==> src/rtl/leitor_velocidade_if.sv <==
// Segment-display speed reader bus: raw segment input, consumer ready, and the presented speed word.
// master = the reader block, slave = the consumer that drives seg_in/out_ready and takes the word.
interface leitor_velocidade_if;
  logic [7:0] seg_in;
  logic       out_ready;
  logic       chave1;
  logic       chave2;
  logic [3:0] vel_kmh;
  logic       vel_valid;
  logic       erro;

  modport master (
    input  seg_in,
    input  out_ready,
    output chave1,
    output chave2,
    output vel_kmh,
    output vel_valid,
    output erro
  );

  modport slave (
    output seg_in,
    output out_ready,
    input  chave1,
    input  chave2,
    input  vel_kmh,
    input  vel_valid,
    input  erro
  );
endinterface

==> src/rtl/leitor_velocidade.sv <==
// Decodes a debounced 7-segment speed glyph; vel_valid rises ESTAVEL_CICLOS+1 edges after a new glyph lands.
// The word is held until out_ready; glyph changes seen while a word is pending wait for the next handshake.
module leitor_velocidade #(
  parameter int ESTAVEL_CICLOS = 4
) (
  input logic                 clk,
  input logic                 rst_n,
  leitor_velocidade_if.master bus
);

  localparam logic [3:0] ESTAVEL = 4'(ESTAVEL_CICLOS);

  typedef enum logic [1:0] {
    ESPERA   = 2'd0,
    ENVIA    = 2'd1,
    INVALIDO = 2'd2
  } estado_t;

  logic [7:0] sync1;
  logic [7:0] s;
  logic [3:0] cnt;
  logic       estavel;

  logic       legal;
  logic [1:0] code_dec;
  logic [3:0] vel_dec;

  estado_t    estado;
  logic [7:0] ultimo;
  logic       tem_ultimo;
  logic       difere;

  logic       chave1_q;
  logic       chave2_q;
  logic [3:0] vel_q;
  logic       valid_q;
  logic       erro_q;

  // cnt tracks the run length of s itself: comparing the incoming stage against s
  // makes cnt agree with the value s holds after the same edge.
  always_ff @(posedge clk or negedge rst_n) begin
    if (!rst_n) begin
      sync1 <= 8'hFF;
      s     <= 8'hFF;
      cnt   <= 4'd0;
    end else begin
      sync1 <= bus.seg_in;
      s     <= sync1;
      if (sync1 != s) begin
        cnt <= 4'd1;
      end else if (cnt != ESTAVEL) begin
        cnt <= cnt + 4'd1;
      end
    end
  end

  assign estavel = (cnt == ESTAVEL);

  always_comb begin
    legal    = 1'b1;
    code_dec = 2'b00;
    vel_dec  = 4'd0;
    case (s)
      8'b0000_0011: begin code_dec = 2'b00; vel_dec = 4'd0; end
      8'b0010_0101: begin code_dec = 2'b01; vel_dec = 4'd2; end
      8'b1001_1001: begin code_dec = 2'b10; vel_dec = 4'd4; end
      8'b0000_0001: begin code_dec = 2'b11; vel_dec = 4'd8; end
      default:      legal = 1'b0;
    endcase
  end

  assign difere = !tem_ultimo || (s != ultimo);

  // An illegal glyph can never equal the stored one, so a stable illegal s always counts as new.
  always_ff @(posedge clk or negedge rst_n) begin
    if (!rst_n) begin
      estado     <= ESPERA;
      ultimo     <= 8'h00;
      tem_ultimo <= 1'b0;
      chave1_q   <= 1'b0;
      chave2_q   <= 1'b0;
      vel_q      <= 4'd0;
      valid_q    <= 1'b0;
      erro_q     <= 1'b0;
    end else begin
      case (estado)
        ESPERA, INVALIDO: begin
          if (estavel && legal) begin
            erro_q <= 1'b0;
            if (difere) begin
              chave1_q   <= code_dec[1];
              chave2_q   <= code_dec[0];
              vel_q      <= vel_dec;
              valid_q    <= 1'b1;
              ultimo     <= s;
              tem_ultimo <= 1'b1;
              estado     <= ENVIA;
            end else begin
              estado <= ESPERA;
            end
          end else if (estavel) begin
            erro_q <= 1'b1;
            estado <= INVALIDO;
          end
        end
        ENVIA: begin
          if (estavel && !legal) begin
            erro_q <= 1'b1;
          end
          if (bus.out_ready) begin
            valid_q <= 1'b0;
            estado  <= ESPERA;
          end
        end
        default: begin
          valid_q <= 1'b0;
          estado  <= ESPERA;
        end
      endcase
    end
  end

  assign bus.chave1    = chave1_q;
  assign bus.chave2    = chave2_q;
  assign bus.vel_kmh   = vel_q;
  assign bus.vel_valid = valid_q;
  assign bus.erro      = erro_q;

endmodule

==> src/flat_wrapper.sv <==
// flat-port wrapper written by rule: the top's interface ports become plain ports
module leitor_velocidade_flat 
#(
  parameter int ESTAVEL_CICLOS = 4
)
  (clk, rst_n, bus_seg_in, bus_out_ready, bus_chave1, bus_chave2, bus_vel_kmh, bus_vel_valid, bus_erro);
  leitor_velocidade_if bus_i ();
  input logic clk;
  input logic rst_n;
  input wire logic [$bits(bus_i.seg_in)-1:0] bus_seg_in;
  input wire logic [$bits(bus_i.out_ready)-1:0] bus_out_ready;
  output wire logic [$bits(bus_i.chave1)-1:0] bus_chave1;
  output wire logic [$bits(bus_i.chave2)-1:0] bus_chave2;
  output wire logic [$bits(bus_i.vel_kmh)-1:0] bus_vel_kmh;
  output wire logic [$bits(bus_i.vel_valid)-1:0] bus_vel_valid;
  output wire logic [$bits(bus_i.erro)-1:0] bus_erro;
  assign bus_i.seg_in = bus_seg_in;
  assign bus_i.out_ready = bus_out_ready;
  assign bus_chave1 = bus_i.chave1;
  assign bus_chave2 = bus_i.chave2;
  assign bus_vel_kmh = bus_i.vel_kmh;
  assign bus_vel_valid = bus_i.vel_valid;
  assign bus_erro = bus_i.erro;
  leitor_velocidade #(.ESTAVEL_CICLOS(ESTAVEL_CICLOS)) u_core (.clk(clk), .rst_n(rst_n), .bus(bus_i));
endmodule
==> config.mk <==
export PLATFORM = sky130hd
export DESIGN_NAME = leitor_velocidade_flat
export DESIGN_NICKNAME = d
export VERILOG_FILES = /design/src/rtl/leitor_velocidade_if.sv /design/src/rtl/leitor_velocidade.sv /design/src/flat_wrapper.sv
export SDC_FILE = /design/constraint.sdc
export NUM_CORES = 1
export LEC_CHECK = 0
export ABC_AREA = 1
export BUFFER_PORTS_ARGS = -buffer_cell sky130_fd_sc_hd__clkbuf_2
export CAP_MARGIN = 10
export CELL_PAD_IN_SITES_DETAIL_PLACEMENT = 0
export CELL_PAD_IN_SITES_GLOBAL_PLACEMENT = 1
export CORE_ASPECT_RATIO = 0.8
export CORE_MARGIN = 2
export CORE_UTILIZATION = 35
export CTS_CLUSTER_SIZE = 30
export DETAILED_ROUTE_END_ITERATION = 7
export MAX_ROUTING_LAYER = met4
export PLACE_DENSITY_LB_ADDON = 0.1
export SYNTH_ARGS = -nofsm -noshare
export SYNTH_HDL_FRONTEND = slang
export SYNTH_SLANG_ARGS = --single-unit
==> constraint.sdc <==
create_clock -name clk -period 4.1 [get_ports clk]
set_clock_uncertainty 0.1 [all_clocks]
set_input_delay 0.41 -clock clk [delete_from_list [all_inputs] [get_ports clk]]
set_output_delay 0.41 -clock clk [all_outputs]
set_load 0.05 [all_outputs]
Word-level counts from Yosys, hierarchy flattened
Index checks and enable logic that the tools add are counted.
{"block": "totals", "regBits": 39, "inputBits": 11, "output_inout_bits": 8, "elab_cells": 59}
{"block": "classes", "addsub": 1, "n_eq_ne": 15, "muxes": 18, "n_reduce_logical": 14}
{"op": "inequality test 8 bit", "count": 2}
{"op": "case mux 4 bit (3 select lines)", "count": 1}
{"op": "AND reduction 3 bit", "count": 3}
{"op": "equality test 8 x 1 -> 1 bit, second input constant", "count": 1}
{"op": "equality test 8 x 2 -> 1 bit, second input constant", "count": 1}
{"op": "equality test 8 x 6 -> 1 bit, second input constant", "count": 1}
{"op": "equality test 8 bit, second input constant", "count": 1}
{"op": "two-way mux 1 bit", "count": 8}
{"op": "two-way mux 4 bit", "count": 2}
{"op": "two-way mux 2 bit", "count": 3}
{"op": "inequality test 2 x 1 -> 1 bit, second input constant", "count": 3}
{"op": "case mux 2 bit (3 select lines)", "count": 1}
{"op": "adder 4 x 1 -> 4 bit, second input constant", "count": 1}
{"op": "equality test 4 x 3 -> 1 bit, second input constant", "count": 1}
{"op": "inequality test 4 x 3 -> 1 bit, second input constant", "count": 1}
{"op": "case mux 1 bit (2 select lines)", "count": 2}
{"op": "case mux 2 bit (2 select lines)", "count": 1}
{"op": "nonzero test 2 bit", "count": 2}
{"op": "OR reduction 4 bit", "count": 1}
{"op": "inequality test 3 x 1 -> 1 bit, second input constant", "count": 1}
{"op": "equality test 2 x 1 -> 1 bit, second input constant", "count": 1}
{"op": "equality test 2 bit, second input constant", "count": 1}
{"op": "logical AND 1 bit", "count": 2}
{"op": "zero test 1 bit", "count": 2}
{"op": "5 further kinds", "count": 5}

Depth between registers and ports, before layout
{"block": "depth", "ltp_word": 7, "ltp_mapped": 11, "depth_no_buf": 11}

Worst setup path after synthesis
No wires, ideal clock.
{"block": "synth_path", "kind": "register to register", "from": "register u_core.cnt[0]", "to": "register u_core.chave2_q, in the netlist u_core.bus.chave2", "setup_ns": 0.119, "t_arrival_ns": 1.422, "required_time_ns": 3.881, "setup_slack_ns": 2.459, "path_stages_with_launch": 9, "path_buffers": 1, "period_less_slack_ns": 1.641, "path_cell_list": "dfrtp_1 inv_1 ha_1 nand3_1 nor2_8 nand3_4 buf_6 nand2_1 nand2_1"}
{"block": "synth_via", "elab_chain_len": 3}
{"item": "from (decl)", "line_no": "leitor_velocidade.sv:21", "source": "logic [3:0] cnt;"}
{"item": "from (signal assigned)", "line_no": "leitor_velocidade.sv:52", "source": "cnt <= cnt + 4'd1;"}
{"item": "equality test 4 x 3 -> 1 bit", "line_no": "leitor_velocidade.sv:57", "source": "assign estavel = (cnt == ESTAVEL);"}
{"item": "logical AND 1 bit", "line_no": "leitor_velocidade.sv:88", "source": "if (estavel && legal) begin"}
{"item": "AND reduction 3 bit (no source line)"}
{"item": "to (signal assigned)", "line_no": "leitor_velocidade.sv:92", "source": "chave2_q <= code_dec[0];"}
{"item": "to (decl)", "line_no": "leitor_velocidade.sv:34", "source": "logic chave2_q;"}
No other way between the ends.
A chain may end at the register's enable or synchronous reset.

Worst setup path in the final report
{"block": "layout_path", "from": "register u_core.s[5]", "to": "register u_core.ultimo[4]"}
{"block": "layout_via", "elab_chain_len": 5, "word_cells_on_any_way": 10}
{"item": "from (decl)", "line_no": "leitor_velocidade.sv:20", "source": "logic [7:0] s;"}
{"item": "from (signal assigned)", "line_no": "leitor_velocidade.sv:48", "source": "s <= sync1;"}
{"item": "equality test 8 x 2 -> 1 bit, or another cell as far along", "line_no": "leitor_velocidade.sv:63", "source": "case (s)"}
{"item": "OR reduction 4 bit (no source line)"}
{"item": "two-way mux 1 bit", "line_no": "leitor_velocidade.sv:63"}
{"item": "logical AND 1 bit", "line_no": "leitor_velocidade.sv:88"}
{"item": "AND reduction 3 bit (no source line) (*)"}
{"item": "to (signal assigned)", "line_no": "leitor_velocidade.sv:95", "source": "ultimo <= s;"}
{"item": "to (decl)", "line_no": "leitor_velocidade.sv:29", "source": "logic [7:0] ultimo;"}
Every way passes the cells marked *; elsewhere a longest branch is shown, timed or not.

==> run_results.csv <==
group,metric,value,unit
global_routing,grt_max_degree,39,
sta,slew_violations,0,
synthesis,synthAdderAreaFrac,1.42,%
drt,drc,0,
worst_setup_path,path_buf_inv,2,
synthesis,synth-seq-area-share,55.1,%
die,row_count,23,
worst_setup_path,startpoint_type,"register",
global_routing,gr-total-overflow,0,
power_and_ir_drop,p_int,0.540,mW
finish,fillers,482,
synthesis,synthSimpleGateAreaFrac,25.5,%
worst_setup_path,crit_fanout,15,
sta,tns,0,ps
sta,hold_viol,0,
worst_setup_path,critPathKind,"register to register",
worst_setup_path,critPathMostFrequentCell,"nand2_1",
synthesis,synth_area,1760,sq um
synthesis,muxShareOfSynthArea,0,%
die,dieWidth,83.4,um
power_and_ir_drop,pwr-share-seq,56.7,%
synthesis,avgSynthCellArea,9.28,sq um
finish,post_route_cells_drive_above_1_share,25.7,%
power_and_ir_drop,pwr-share-clk,38.1,%
drt,drtIter0Drc,65,
die,io_pins,19,
drt,ant_nets,0,
sta,rsz0062_at_grt,"no",
sta,fin_hold_ws,90.9,ps
worst_setup_path,cpLargestDelayFamily,"simple AND/OR/NAND/NOR gates",
die,start_util,35.8,%
synthesis,syn_nets,203,
sta,slew-limit-headroom,35.8,%
worst_setup_path,crit_arrival,2130,ps
drt,wirelength,3290,um
cts,clkSinkCount,38,
sta,post-route-period-util,48.8,%
synthesis,synth-seq-cells,38,
sta,setup_slack,2100,ps
global_routing,antenna_found_initial,0,
drt,num_vias,1232,
cts,post-cts-setup-buffers,0,
drt,wire_per_inst,12.1,um
worst_setup_path,cpMaxStageDelayCell,"dfstp_2",
hold_path,min_path_type,"input port to register",
die,die_h,67.5,um
worst_setup_path,crit_chain,"inv_1, nand2_1, nand2_1, inv_1, nand2_1, nor2_1, nand3_1, nand3_4, nand2_1, nand2_1",
synthesis,synth_compound_area_share,2.84,%
status,status,"completed",
cts,postCtsHoldBufs,0,
placed_design,placed_cells,264,
worst_setup_path,endpoint_kind,"register",
finish,insertedDiodeCount,0,
placed_design,io_buffers,17,
cts,tritoncts,"yes",
sta,fmax,500,MHz
die,fp.dieArea,5620,sq um
cts,cts.path.max_buffers,2,
cts,h-tree-depth,2,
cts,cts_resized,0,
synthesis,synth_cell_types,28,
power_and_ir_drop,switching_share,23.4,%
cts,cts_buffers,5,
worst_setup_path,cp_slowest_stage_delay,580,ps
finish,seqCellArea,971,sq um
placed_design,place_area,1890,sq um
global_routing,grt_pass1_wl,5820,um
global_routing,grt_pass1_vias,1176,
synthesis,ys_warn_count,0,
power_and_ir_drop,switchingPower,0.166,mW
drt,avgViaCountPerCell,4.53,
die,core_area,4920,sq um
power_and_ir_drop,p_per_area,356,nW/um^2
finish,stdcell_area,1980,sq um
power_and_ir_drop,p_leak,1.04,nW
global_routing,globalRouteTotalUtil,14.0,%
synthesis,synth-xor-area-share,7.45,%
drt,firstDrtPassIters,4,
power_and_ir_drop,vdd_drop_max,195,uV
placed_design,place_congestion,0.815,
cts,cts.reportedPaths.clkPinSlew,80,ps
job,cap_violations,0,
placed_design,dp_slack,2100,ps
placed_design,dp_hpwl,2370,um
finish,final_cells,272,
sta,tightest_slew,963,ps
finish,multiInputGateArea,659,sq um
sta,setup_viol,0,
synthesis,netlist_instances,190,
finish,areaGrowthSynthToFinish,12.4,%
power_and_ir_drop,power.share.combinational,5.2,%
sta,period_needed,2000,ps
synthesis,synth_top_family_by_area,"simple AND/OR/NAND/NOR gates",
cts,clk_latency,290,ps
finish,layout.nets,222,
cts,root_buffer,"clkbuf_8",
worst_setup_path,cp.required,4230,ps
## logic make-up (layout without fill, tap and decap cells)
group	Yosys count	after routing
compound gates	7	7
buf+inv	31	51
flops	38	38
simple gates	96	96
other cells	1	1
fa+ha+maj	2	2
xor+xnor	15	15
## sequential cells by signal, summed over array words and instances, names as in the netlist
name                  flops
u_core.bus.vel_kmh        3
u_core.bus.erro           1
u_core.bus.chave1         1
u_core.sync1              8
u_core.tem_ultimo         1
u_core.bus.vel_valid      1
u_core.cnt                4
u_core.estado             2
u_core.bus.chave2         1
u_core.s                  8
u_core.ultimo             8
## routing by layer
metal / routed length (um) / vias up / part of all wire, % / GRT usage (%)
met4: 56 / 0 / 1.7 / 6.15
li1: - / 619 / - / -
met2: 1330 / 32 / 41 / 20.6
met3: 177 / 7 / 5.4 / 4.03
met1: 1720 / 574 / 52 / 18.1
met5: 0 / - / 0 / -
## power groups by stage
stage	logic (mW)	clock network, mW	registers [mW]
global placement	0.0376	0	0.407
global route	0.0428	0.296	0.402
CTS	0.0381	0.277	0.400
detailed placement	0.0380	0	0.407
finish	0.0370	0.269	0.400
floorplan	0.0214	0	0.406
## final cells by class
type | instances | share of cell area [%]
clock buffer | 7 | 4.36
clock inverter | 1 | 0.253
inverter | 26 | 4.92
multi-input combinational | 121 | 33.3
sequential | 38 | 49.0
tap | 62 | 3.91
timing repair buffer | 17 | 4.29
## placed cells by master, fill, tap and decap left out
cell type / Yosys / final
xnor2_1: 10 / 10
xor2_1: 5 / 5
nor2_1: 11 / 11
dfrtp_1: 22 / 22
clkbuf_1: 1 / 1
nor2_8: 1 / 1
inv_1: 22 / 22
ha_1: 2 / 2
inv_2: 4 / 4
dfstp_2: 16 / 16
nand2_2: 4 / 4
nand3_4: 1 / 1
nor2_2: 1 / 1
clkinv_2: 0 / 1
nor3_1: 2 / 2
a211oi_2: 1 / 1
nand4_1: 11 / 11
a21oi_1: 3 / 3
nand3_1: 4 / 4
clkbuf_8: 0 / 6
a21oi_2: 1 / 1
a31oi_1: 1 / 1
clkbuf_2: 0 / 17
conb_1: 1 / 1
nor2_4: 1 / 1
nor3b_1: 1 / 1
o211ai_1: 1 / 1
nand2_1: 59 / 59
## through the flow
| step | util [%] | total power, mW |
|---|---|---|
| after floorplan | - | 0.427 |
| after global placement | 38.4 | 0.444 |
| final | 40.3 | 0.706 |
| after CTS | 40.3 | 0.716 |
| after global routing | 40.3 | 0.740 |
| after detailed placement | 38.4 | 0.445 |
## final timing paths
path                                 start               end  slack [ps]  cells after the start
min reg2reg                u_core.sync1[4]       u_core.s[4]         270                      0
min                          bus_seg_in[1]   u_core.sync1[1]          90                      1
max in group asynchronous            rst_n  u_core.ultimo[5]        3140                      1
max                            u_core.s[5]  u_core.ultimo[4]        2100                     10
max reg2reg                    u_core.s[5]  u_core.ultimo[4]        2100                     10
min in group asynchronous            rst_n     u_core.cnt[0]         170                      1
## synth_stat cells
cell type,number,area [sq um]
a211oi_2,1,12.5
a21oi_1,3,15.0
a21oi_2,1,8.76
a31oi_1,1,6.26
buf_2,1,5.00
buf_4,2,15.0
buf_6,1,11.3
clkbuf_1,1,3.75
conb_1,1,3.75
dfrtp_1,22,551
dfstp_2,16,420
ha_1,2,25.0
inv_1,22,82.6
inv_2,4,15.0
nand2_1,59,221
nand2_2,4,25.0
nand3_1,4,20.0
nand3_4,1,17.5
nand4_1,11,68.8
nor2_1,11,41.3
nor2_2,1,6.26
nor2_4,1,11.3
nor2_8,1,20.0
nor3_1,2,10.0
nor3b_1,1,7.51
o211ai_1,1,7.51
xnor2_1,10,87.6
xor2_1,5,43.8
Note: power is estimated with default switching activity, not from simulation.
